`config.mk`:
```
export PLATFORM = sky130hd
export DESIGN_NAME = strength_resolve_rx
export DESIGN_NICKNAME = d
export VERILOG_FILES = /design/src/rtl/strength_resolve_rx.sv
export SDC_FILE = /design/constraint.sdc
export NUM_CORES = 1
export LEC_CHECK = 0
export BUFFER_PORTS_ARGS = -buffer_cell sky130_fd_sc_hd__buf_2
export CORE_UTILIZATION = 45
export CTS_CLUSTER_DIAMETER = 30
export DETAILED_ROUTE_END_ITERATION = 16
export PLACE_DENSITY = 0.67
export SYNTH_ARGS = -nofsm -noshare
export SYNTH_HDL_FRONTEND = slang
export SYNTH_SLANG_ARGS = --single-unit
```
`constraint.sdc`:
```
create_clock -name clk -period 11.1 [get_ports clk]
set_input_delay 2.22 -clock clk [delete_from_list [all_inputs] [get_ports clk]]
set_output_delay 2.22 -clock clk [all_outputs]
set_load 0.05 [all_outputs]
```
`src/rtl/strength_resolve_rx.sv`:
```
// strength_resolve_rx: serial resolver for a strength-tagged multi-driver net with expected-value check
// Ports: clk/rst (sync, active-high); in_valid/in_ready snapshot handshake carrying
//   drv_val (2b/driver, 00=0 01=1 10=x 11=z), drv_str0/drv_str1 (3b/driver), exp_val;
//   out_valid/out_ready result handshake carrying res_val, res_str, mismatch; err_cnt saturating.
// Optional macro STRENGTH_RX_STICKY_EN: mismatch stays set until rst.
module strength_resolve_rx #(
    parameter int N_DRV = 4,
    parameter int CNT_W = 8
) (
    input  logic               clk,
    input  logic               rst,
    input  logic               in_valid,
    output logic               in_ready,
    input  logic [2*N_DRV-1:0] drv_val,
    input  logic [3*N_DRV-1:0] drv_str0,
    input  logic [3*N_DRV-1:0] drv_str1,
    input  logic [1:0]         exp_val,
    output logic               out_valid,
    input  logic               out_ready,
    output logic [1:0]         res_val,
    output logic [2:0]         res_str,
    output logic               mismatch,
    output logic [CNT_W-1:0]   err_cnt
);
    localparam int IW = $clog2(N_DRV + 1);
    typedef enum logic [1:0] {IDLE, RESOLVE, DONE} state_t;
    state_t state, state_nx;
    logic [IW-1:0]      idx;
    logic [2*N_DRV-1:0] val_q;
    logic [3*N_DRV-1:0] s0_q, s1_q;
    logic [1:0]         exp_q, acc_val, dv;
    logic [2:0]         acc_str, d0, d1, ds;
    logic               last, bad;
    always_comb begin
        dv   = 2'(val_q >> (2 * idx));
        d0   = 3'(s0_q >> (3 * idx));
        d1   = 3'(s1_q >> (3 * idx));
        ds   = dv == 2'b00 ? d0 : dv == 2'b01 ? d1 : dv == 2'b10 ? (d0 > d1 ? d0 : d1) : 3'd0;
        last = idx == IW'(N_DRV);
        bad  = acc_val != exp_q;
    end
    always_comb begin
        state_nx  = state;
        in_ready  = state == IDLE && !rst;
        out_valid = state == DONE;
        case (state)
            IDLE:    state_nx = in_valid ? RESOLVE : IDLE;
            RESOLVE: state_nx = last ? DONE : RESOLVE;
            DONE:    state_nx = out_ready ? IDLE : DONE;
            default: state_nx = IDLE;
        endcase
    end
    always_ff @(posedge clk) begin
        if (rst) begin
            state    <= IDLE;
            idx      <= '0;
            acc_val  <= 2'b11;
            acc_str  <= 3'd0;
            res_val  <= 2'b11;
            res_str  <= 3'd0;
            mismatch <= 1'b0;
            err_cnt  <= '0;
            val_q    <= '0;
            s0_q     <= '0;
            s1_q     <= '0;
            exp_q    <= 2'b11;
        end else begin
            state <= state_nx;
            if (state == IDLE && in_valid) begin
                val_q   <= drv_val;
                s0_q    <= drv_str0;
                s1_q    <= drv_str1;
                exp_q   <= exp_val;
                acc_val <= 2'b11;
                acc_str <= 3'd0;
                idx     <= '0;
            end
            // idx == N_DRV is a finalize step that publishes the accumulator
            if (state == RESOLVE && last) begin
                res_val <= acc_val;
                res_str <= acc_str;
`ifdef STRENGTH_RX_STICKY_EN
                mismatch <= mismatch | bad;
`else
                mismatch <= bad;
`endif
                if (bad && err_cnt != '1) err_cnt <= err_cnt + 1'b1;
            end else if (state == RESOLVE) begin
                idx <= idx + 1'b1;
                if (ds > acc_str) begin
                    acc_val <= dv;
                    acc_str <= ds;
                end else if (ds == acc_str && ds != 3'd0 && dv != acc_val) begin
                    acc_val <= 2'b10;
                end
            end
`ifndef STRENGTH_RX_STICKY_EN
            if (state == DONE && out_ready) mismatch <= 1'b0;
`endif
        end
    end
endmodule
```
# Word level (Yosys, flattened, before mapping)

Index checks and enable logic that the tools add are counted.

Register bits: 58
Input port bits: 38
Output and inout port bits: 16
Word-level logic and storage cells: 62

$add $sub $neg: 2
$mul: 1
$lt $le $gt $ge: 2
Eq/ne operators: 9
Shift-type cells: 3
Mux-type cells: 20
Reductions and logical operators: 13

Operators with widths:

| operator                                        | count |
|---|---|
| 2-to-1 mux 3 bit                                | 11 |
| >> shifter 12 x 5 -> 3 bit                      | 2 |
| 2-to-1 mux 2 bit                                | 7 |
| adder 8 x 1 -> 8 bit, second input constant     | 1 |
| != test 8 bit, second input constant            | 1 |
| >> shifter 8 x 4 -> 2 bit                       | 1 |
| logical AND 1 bit                               | 7 |
| greater-than comparator 3 bit                   | 2 |
| case mux 2 bit (3 select lines)                 | 1 |
| multiplier 2 x 3 -> 5 bit, first input constant | 1 |
| == test 2 x 1 -> 1 bit, second input constant   | 2 |
| == test 2 bit, second input constant            | 2 |
| logical NOT 2 bit                               | 2 |
| != test 2 bit                                   | 2 |
| adder 3 x 1 -> 3 bit, second input constant     | 1 |
| == test 3 bit                                   | 1 |
| == test 3 bit, second input constant            | 1 |
| nonzero test 3 bit                              | 1 |
| AND reduction 2 bit                             | 1 |
| OR reduction 2 bit                              | 1 |
| logical NOT 1 bit                               | 1 |
| 2-to-1 mux 1 bit                                | 1 |

# Longest topological paths before layout

Gate-level depths: netlist of the first run.

Depth in word-level cells: 14
Mapped depth: 19
Depth with buffers taken out: 17

# Worst setup path after synthesis of the first run

Ideal clock, no wire load.

Path type: input-to-output
Start point: in rst
End point: out in_ready
Arrival: 3.574 ns
Data required time: 8.880 ns
Setup slack: 5.306 ns
Cell stages on the path: 3
Path buffers: 2
Cell sequence: clkbuf_1 -> clkbuf_1 -> nor3_1

Longest elaborated chain between the ends: 2

Ends and longest elaborated chain:

| item              | line | RTL |
|---|---|---|
| from (decl)       | 11   | `input logic rst,` |
| logical NOT 1 bit | 44   | `in_ready = state == IDLE && !rst;` |
| logical AND 1 bit | 44   |  |
| to (decl)         | 13   | `output logic in_ready,` |

No other way between the ends.

# Worst setup path after layout of the first run

Ends and elaborated chain as after synthesis.

==> results_dict.tcl, run 1 <==
set metrics [dict create \
    internal_power_uw 332 \
    synth-seq-area-share_pct 40.7 \
    antenna_diode_count 0 \
    sequentialPowerShare_pct 49.3 \
    postCtsHoldBufs 0 \
    synth_simple_gate_area_share_pct 23.5 \
    max_cap_violations 0 \
    timing.final.setup_violations 0 \
    timing_hold_violations_final 0 \
    syn_area_per_cell_sq_um 8.34 \
    switching_power_uw 125 \
    share_of_flip_flops_with_an_asynchronous_set_or_reset_after_synthesis_pct 0 \
    total_leakage_power_uw 0.00138 \
    clkSinkCount 58 \
    antenna_found_initial 0 \
    netlist_area_sq_mm 0.00285 \
    drive_gt1_share_pct 21.5 \
    worst_setup_hold_path_clk_slew_ns 0.06 \
    timing.setup.critical_path_class "primary input to primary output" \
    routed_wire_length_per_instance_um 12.5 \
    num-nets-final 432 \
    crit_required_ns 8.88 \
    post-cts-setup-buffer-count 0 \
    power.clock.fraction_pct 36.1 \
    crit_path_max_incr_delay_ns 0.77 \
    synthToLayoutAreaGrowth_pct 15.1 \
    synth_xor_xnor_area_share_pct 2.46 \
    synth.mux.area_fraction_pct 8.29 \
    outcome "completed" \
    drt_first_pass_iters 4 \
    tritoncts "yes" \
    num_rows 28 \
    via_count_of_the_first_global_routing_pass 2283 \
    min_delay_path_class "flip-flop to flip-flop" \
    detailedPlace.worstSlack_ns 5.53 \
    endpoint_kind "primary output" \
    power.share.combinational_pct 14.6 \
    reg2reg_from "idx[0]" \
    gr-usage-met1_pct 24.4 \
    combinational_family_with_the_most_area_after_synthesis "simple AND/OR/NAND/NOR gates" \
    global_route_wire_length_before_repair_mm 10.0 \
    cell_area_reported_after_detailed_placement_sq_mm 0.00311 \
    drt_drc_violations_left 0 \
    finalWorstPathRequiredPeriod_ns 5.55 \
    core_region_area_sq_mm 0.00603 \
    worst-slew-pin-transition_ns 1.14 \
    dp.final_hpwl_mm 4.02 \
    startpoint_type "primary input" \
    maxClockFrequency_mhz 180 \
    cts.repair.resized 0 \
    timing.critical_path.fanout_max 59 \
    global_route.overflow_total 0 \
    design_area_sq_mm 0.00329 \
    io-pin-count 54 \
    grt_met3_use_pct 4.44 \
    post_synth_num_cell_types 51 \
    synth_adder_area_share_pct 3.51 \
    hp-start "s0_q[4]" \
    post_synth_inst_count 342 \
    yosys_most_used_dff "sky130_fd_sc_hd__dfxtp_1" \
    power.share.switching_pct 27.4 \
    count_of_input_and_output_buffers 53 \
    drt_wirelength_mm 5.84 \
    final_antenna_net_count 0 \
    die-area_sq_mm 0.00666 \
    final-max-slew-violation-count 0 \
    pwr_density_cell_mw_per_mm2 139 \
    tritoncts.num_buffers 9 \
    start_util_pct 47.4 \
    rsz_0062_raised_after_global_routing "false" \
    final_util_pct 54.5 \
    synthesized_area_fraction_occupied_by_ao_oa_aoi_and_oai_cells_pct 16.2 \
    fin_ws_ns 5.55 \
    area_contributors_post_synth "sky130_fd_sc_hd__dfxtp_1 41%, sky130_fd_sc_hd__nand2_1 10%, sky130_fd_sc_hd__a21oi_1 7.9%, sky130_fd_sc_hd__nor2_1 3.8%, sky130_fd_sc_hd__mux4_1 3.7%" \
    warning_count_from_the_yosys_run 0 \
    finalClockSkew_ns 0.0112 \
    synth_top_area_share_pct 40.7 \
    gp_weighted_congestion 0.775 \
    tns_ns 0 \
    global_route.peak_usage_layer "met2" \
    synth_largest_area_cell "sky130_fd_sc_hd__dfxtp_1" \
    pin_count_of_the_biggest_net_entering_global_routing 60 \
    track_usage_pct 19.6 \
    timing.critical_path.from "rst" \
    timing.critical_path.mode_cell "sky130_fd_sc_hd__buf_2" \
    crit_slowest_cell "sky130_fd_sc_hd__buf_2" \
    power_uw 458 \
    cts_htree_levels 3 \
    dr_total_vias 2443 \
    vdd_ir_drop_max_mv 0.0657 \
    clock_latency_on_the_worst_skew_pair_ns 0.33 \
    met2_usage_in_global_routing_pct 32.6 \
    die_width_um 81.6 \
    crit_arrival_ns 3.33 \
    post_drt_via_cell_ratio 5.24 \
    timing.critical_path.cells "buf_2 -> nor3_1 -> buf_2" \
    worst_slew_margin_rel_pct 23.7 \
    chipHeight_um 81.6 \
    number_of_synthesized_flops_with_an_enable_pin 0 \
    longest_clk_path_bufs 2 \
    postSynthNetCount 388 \
    fin_crit_sh_pct 50.0 \
    drt_first_iter_violations 111 \
    cts_root_buf "sky130_fd_sc_hd__clkbuf_8" \
    postSynthRegisterBits 58 \
]
path summary, 6_finish.rpt:
kind | to | slack (ns) | depth (start not counted)
max | in_ready | 5.55 | 3
min | s0_q[4] | 0.45 | 2
max reg2reg | acc_val[1] | 6.34 | 16
min reg2reg | s0_q[4] | 0.45 | 2
synth_stat cells (3+ instances only):
cell	instances
sky130_fd_sc_hd__clkbuf_1	15
sky130_fd_sc_hd__xor2_1	4
sky130_fd_sc_hd__a21oi_1	45
sky130_fd_sc_hd__nor2_1	29
sky130_fd_sc_hd__mux2_2	3
sky130_fd_sc_hd__and3_1	3
sky130_fd_sc_hd__o21ai_0	7
sky130_fd_sc_hd__and2_1	4
sky130_fd_sc_hd__xnor2_1	4
sky130_fd_sc_hd__nor3_1	6
sky130_fd_sc_hd__inv_1	12
sky130_fd_sc_hd__mux2i_1	3
sky130_fd_sc_hd__nor2b_1	3
sky130_fd_sc_hd__mux4_1	4
sky130_fd_sc_hd__ha_1	8
sky130_fd_sc_hd__nand4_1	3
sky130_fd_sc_hd__dfxtp_1	58
sky130_fd_sc_hd__nand2_1	77
sky130_fd_sc_hd__a211o_1	3
sky130_fd_sc_hd__mux4_2	3
sky130_fd_sc_hd__nand3_1	10
power by group through the flow:
stage | clock, uW | sequential, uW | combinational [uW]
2_1_floorplan | 0 | 226 | 54.7
3_3_place_gp | 0 | 230 | 65.3
3_5_place_dp | 0 | 230 | 66.7
4_1_cts | 171 | 226 | 67.0
5_1_grt | 180 | 227 | 75.9
6_report | 165 | 226 | 66.9
routing by layer:
metal  up-vias  routed length, um
met3         7                207
met5         -                  0
met4         0                 74
li1       1270                  -
met2        39               2780
met1      1127               2780
stage by stage:
| stage | hold WS, ns | instances |
|---|---|---|
| floorplan | 0.432 | 342 |
| global placement | 0.440 | 450 |
| detailed placement | 0.442 | 450 |
| CTS | 0.451 | 466 |
| global route | 0.466 | 466 |
| finish | 0.450 | 466 |
kinds of logic (layout without fill, tap and decap cells):
| family | count (synthesis) | after routing |
|---|---|---|
| muxes | 13 | 13 |
| and+or+nand+nor | 149 | 149 |
| AOI/OAI and AO/OA | 73 | 73 |
| adders and majority gates | 8 | 8 |
| DFF | 58 | 58 |
| buffers and inverters | 33 | 82 |
| xor gates and xnor gates | 8 | 8 |
final cells by class:
class	instances	area [sq um]
fillers	588	2740
multi-input cells	251	1540
flip-flops and latches	58	1160
repair buffers	54	273
clock buffers	11	141
well taps	75	93.8
inverters	12	45.0
clock inverters	5	30.0
sequential cells by signal, summed over array words and instances (netlist names), 2 cells and up:
name     flops
err_cnt      8
s1_q        12
idx          3
acc_val      2
exp_q        2
state        2
acc_str      3
res_val      2
s0_q        12
val_q        8
res_str      3
placed cells by master (no fill, tap or decap), types with 3 or more instances in the layout:
cell type	instances
sky130_fd_sc_hd__nor2_1	29
sky130_fd_sc_hd__dfxtp_1	58
sky130_fd_sc_hd__and2_1	4
sky130_fd_sc_hd__mux4_1	4
sky130_fd_sc_hd__a211o_1	3
sky130_fd_sc_hd__ha_1	8
sky130_fd_sc_hd__nand3_1	10
sky130_fd_sc_hd__nand4_1	3
sky130_fd_sc_hd__inv_1	12
sky130_fd_sc_hd__nand2_1	77
sky130_fd_sc_hd__clkinv_2	3
sky130_fd_sc_hd__mux2i_1	3
sky130_fd_sc_hd__and3_1	3
sky130_fd_sc_hd__nor3_1	6
sky130_fd_sc_hd__a21oi_1	45
sky130_fd_sc_hd__nor2b_1	3
sky130_fd_sc_hd__mux2_2	3
sky130_fd_sc_hd__o21ai_0	7
sky130_fd_sc_hd__xor2_1	4
sky130_fd_sc_hd__mux4_2	3
sky130_fd_sc_hd__clkbuf_8	10
sky130_fd_sc_hd__buf_2	53
sky130_fd_sc_hd__xnor2_1	4
worst max-delay path, delay by kind of cell:
family        cells  cell delay, ns
simple gates      1            0.07
buf+inv           2            1.02
Power figures use the tool's default switching activity.
==> run 2: changes to the inputs <==
--- a/config.mk
+++ b/config.mk
@@ -5,11 +5,12 @@
 export SDC_FILE = /design/constraint.sdc
 export NUM_CORES = 1
 export LEC_CHECK = 0
+export ABC_AREA = 1
 export BUFFER_PORTS_ARGS = -buffer_cell sky130_fd_sc_hd__buf_2
 export CORE_UTILIZATION = 45
 export CTS_CLUSTER_DIAMETER = 30
 export DETAILED_ROUTE_END_ITERATION = 16
-export PLACE_DENSITY = 0.67
+export PLACE_DENSITY = 0.7
 export SYNTH_ARGS = -nofsm -noshare
 export SYNTH_HDL_FRONTEND = slang
 export SYNTH_SLANG_ARGS = --single-unit
==> constraint.sdc (replaced) <==
create_clock -name clk -period 4.8 [get_ports clk]
set_input_delay 0.96 -clock clk [delete_from_list [all_inputs] [get_ports clk]]
set_output_delay 0.96 -clock clk [all_outputs]
set_load 0.05 [all_outputs]
==> run 2 against run 1 <==
Effect of this change:
- clock power up 140%
- power increased to 2.6 times the previous value
- critical path depth is 20 higher
- sequential power up 140%
- first-iteration DRC count down 32%
==> results_dict.tcl, run 2 <==
set metrics [dict create \
    postSynthNetCount 452 \
    syn_area_per_cell_sq_um 7.04 \
    total_leakage_power_uw 0.00155 \
    warning_count_from_the_yosys_run 0 \
    tns_ns 0 \
    synth_largest_area_cell "sky130_fd_sc_hd__dfxtp_1" \
    met3_routed_wirelength_um 213 \
    most_common_library_cell_in_the_layout_ignoring_fill_and_taps "sky130_fd_sc_hd__nor2_1" \
    antenna_diode_count 0 \
    num-nets-final 499 \
    worst_path_dominant_cell_family "simple AND/OR/NAND/NOR gates" \
    finalClockSkew_ns 0.00627 \
    timing_hold_violations_final 0 \
    count_of_input_and_output_buffers 53 \
    startpoint_type "flip-flop" \
    min_delay_path_class "flip-flop to flip-flop" \
    finalWorstPathRequiredPeriod_ns 3.47 \
    core_region_area_sq_mm 0.00603 \
    final_antenna_net_count 0 \
    longest_clk_path_bufs 2 \
    timing.critical_path.mode_cell "sky130_fd_sc_hd__nand2_1" \
    post_synth_inst_count 406 \
    clkSinkCount 58 \
    crit_slowest_cell "sky130_fd_sc_hd__dfxtp_1" \
    gp_weighted_congestion 0.893 \
    dp.final_hpwl_mm 4.24 \
    start_util_pct 47.4 \
    worst_setup_hold_path_clk_slew_ns 0.06 \
    via_count_of_the_first_global_routing_pass 2385 \
    synth-seq-area-share_pct 40.6 \
    tritoncts "yes" \
    met1Wirelength_mm 2.94 \
    crit_path_max_incr_delay_ns 0.82 \
    final-max-slew-violation-count 0 \
    clock_latency_on_the_worst_skew_pair_ns 0.33 \
    final_util_pct 54.5 \
    io-pin-count 54 \
    postCtsHoldBufs 0 \
    num_rows 28 \
    timing.critical_path.cells "nor2_1 -> nor2_1 -> o21ai_0 -> a21oi_1 -> inv_1 -> ha_1 -> nand2_1 -> inv_1 -> nand2_1 -> nand2_1 -> nand2_1 -> nand2_1 -> nand2_1 -> nand2_1 -> nand2_2 -> ha_1 -> nand2_1 -> o21ai_0 -> nand2_1 -> nor2_1 -> inv_1 -> o21ai_0 -> inv_1" \
    power_uw 1200 \
    synth_top_area_share_pct 40.6 \
    post_synth_num_cell_types 32 \
    netlist_top_cells_count "87 x sky130_fd_sc_hd__nor2_1, 69 x sky130_fd_sc_hd__nand2_1, 58 x sky130_fd_sc_hd__dfxtp_1" \
    track_usage_pct 19.8 \
    drt_first_pass_iters 4 \
    drive_gt1_share_pct 20.4 \
    share_of_flip_flops_with_an_asynchronous_set_or_reset_after_synthesis_pct 0 \
    cts.repair.resized 0 \
    holdWs_ns 0.459 \
    stdcell_count 532 \
    topRoutingLayerUsed "met4" \
    timing.critical_path.fanout_max 20 \
    drt_wirelength_mm 5.84 \
    number_of_synthesized_flops_with_an_enable_pin 0 \
    outcome "completed" \
    timing.setup.critical_path_class "flip-flop to flip-flop" \
    die_width_um 81.7 \
    yosys_most_used_dff "sky130_fd_sc_hd__dfxtp_1" \
    worst-path-buf-inv 4 \
    final_cell_mix "87 x sky130_fd_sc_hd__nor2_1, 69 x sky130_fd_sc_hd__nand2_1, 58 x sky130_fd_sc_hd__dfxtp_1" \
    vdd_ir_drop_max_mv 0.177 \
    synthToLayoutAreaGrowth_pct 15.1 \
    timing.final.setup_violations 0 \
    met2_wirelength_mm 2.62 \
    crit_arrival_ns 3.69 \
    area_contributors_post_synth "sky130_fd_sc_hd__dfxtp_1 41%, sky130_fd_sc_hd__nor2_1 11%, sky130_fd_sc_hd__o21ai_0 9.3%, sky130_fd_sc_hd__nand2_1 9.1%, sky130_fd_sc_hd__a21oi_1 4.4%" \
    max_cap_violations 0 \
    dr_total_vias 2600 \
    worst_slew_margin_rel_pct 26.1 \
    fin_crit_sh_pct 72.3 \
    rsz_0062_raised_after_global_routing "false" \
    antenna_found_initial 0 \
    layout_top_registers "s0_q: 12 flops, s1_q: 12 flops" \
    global_route_wire_length_before_repair_mm 10.2 \
    post-cts-setup-buffer-count 0 \
    crit_required_ns 5.02 \
    drt_first_iter_violations 76 \
    dp_cell_count 517 \
    routed_wire_length_per_instance_um 11.0 \
    chipHeight_um 81.7 \
    cts_htree_levels 3 \
    die-area_sq_mm 0.00667 \
    global_route.overflow_total 0 \
    maxClockFrequency_mhz 288 \
    postSynthRegisterBits 58 \
    netlist_area_sq_mm 0.00286 \
    tritoncts.num_buffers 9 \
    synth.most_common_cell "sky130_fd_sc_hd__nor2_1" \
    worst-slew-pin-transition_ns 1.11 \
    cts_root_buf "sky130_fd_sc_hd__clkbuf_8" \
    pin_count_of_the_biggest_net_entering_global_routing 49 \
    pwr_density_cell_mw_per_mm2 365 \
    endpoint_kind "flip-flop" \
    drt_drc_violations_left 0 \
    post_drt_via_cell_ratio 4.89 \
]
==> run 2: changes by cell type after synthesis, sizes merged, moves of 5 or more <==
cell    change
inv        +24
and2        -5
o21ai      +46
nor2       +63
nand3       +9
mux4        -7
a21oi      -21
clkbuf      -5
==> run 2: cell type report <==
class | count | area (sq um)
fill | 605 | 2740
multi-input combinational | 294 | 1440
clock buffer | 12 | 155
clock inverter | 3 | 15.0
sequential | 58 | 1160
timing repair buffer | 54 | 273
tap | 75 | 93.8
inverter | 36 | 145
==> run 2: stage by stage <==
step                instance area (sq um)  setup slack (ns)
finish                               3290              1.33
global route                         3290             0.925
CTS                                  3290              1.34
detailed placement                   3120              1.35
global placement                     3120              1.53
floorplan                            2860              1.64
==> run 2: final timing paths <==
kind / start / to / slack (ns) / cells past startpoint
worst max register to register: idx[0] / acc_str[0] / 1.33 / 23
worst max-delay path: idx[0] / acc_str[0] / 1.33 / 23
worst min-delay path: s1_q[9] / s1_q[9] / 0.46 / 2
worst min register to register: s1_q[9] / s1_q[9] / 0.46 / 2
==> run 2: cell families after synthesis <==
logic type	after synthesis	share of synthesized area (%)
adders and majority gates	8	3.50
and+or+nand+nor	197	30.3
buffers and inverters	54	8.80
DFF	58	40.6
AOI/OAI and AO/OA	85	15.5
xor gates and xnor gates	4	1.23
==> run 2: where the power goes <==
group | internal (uW) | switching (uW)
logic | 102 | 162
registers | 517 | 27.2
clock network | 210 | 181
total | 829 | 370
==> run 2: worst reg2reg max path, stage by stage (launching register included) <==
cell and delay [ns]:
sky130_fd_sc_hd__dfxtp_1 0.82, sky130_fd_sc_hd__nor2_1 0.08, sky130_fd_sc_hd__nor2_1 0.10, sky130_fd_sc_hd__o21ai_0 0.09, sky130_fd_sc_hd__a21oi_1 0.22, sky130_fd_sc_hd__inv_1 0.07
sky130_fd_sc_hd__ha_1 0.29, sky130_fd_sc_hd__nand2_1 0.05, sky130_fd_sc_hd__inv_1 0.07, sky130_fd_sc_hd__nand2_1 0.06, sky130_fd_sc_hd__nand2_1 0.08, sky130_fd_sc_hd__nand2_1 0.07
sky130_fd_sc_hd__nand2_1 0.07, sky130_fd_sc_hd__nand2_1 0.07, sky130_fd_sc_hd__nand2_1 0.08, sky130_fd_sc_hd__nand2_2 0.07, sky130_fd_sc_hd__ha_1 0.31, sky130_fd_sc_hd__nand2_1 0.05
sky130_fd_sc_hd__o21ai_0 0.14, sky130_fd_sc_hd__nand2_1 0.09, sky130_fd_sc_hd__nor2_1 0.15, sky130_fd_sc_hd__inv_1 0.11, sky130_fd_sc_hd__o21ai_0 0.18, sky130_fd_sc_hd__inv_1 0.05
==> run 2: per-layer routing <==
metal  vias to the layer above  GRT usage (%)
met3                         6           4.56
met5                         -              0
met1                      1149           24.7
li1                       1401              -
met4                         0           9.30
met2                        44           32.2
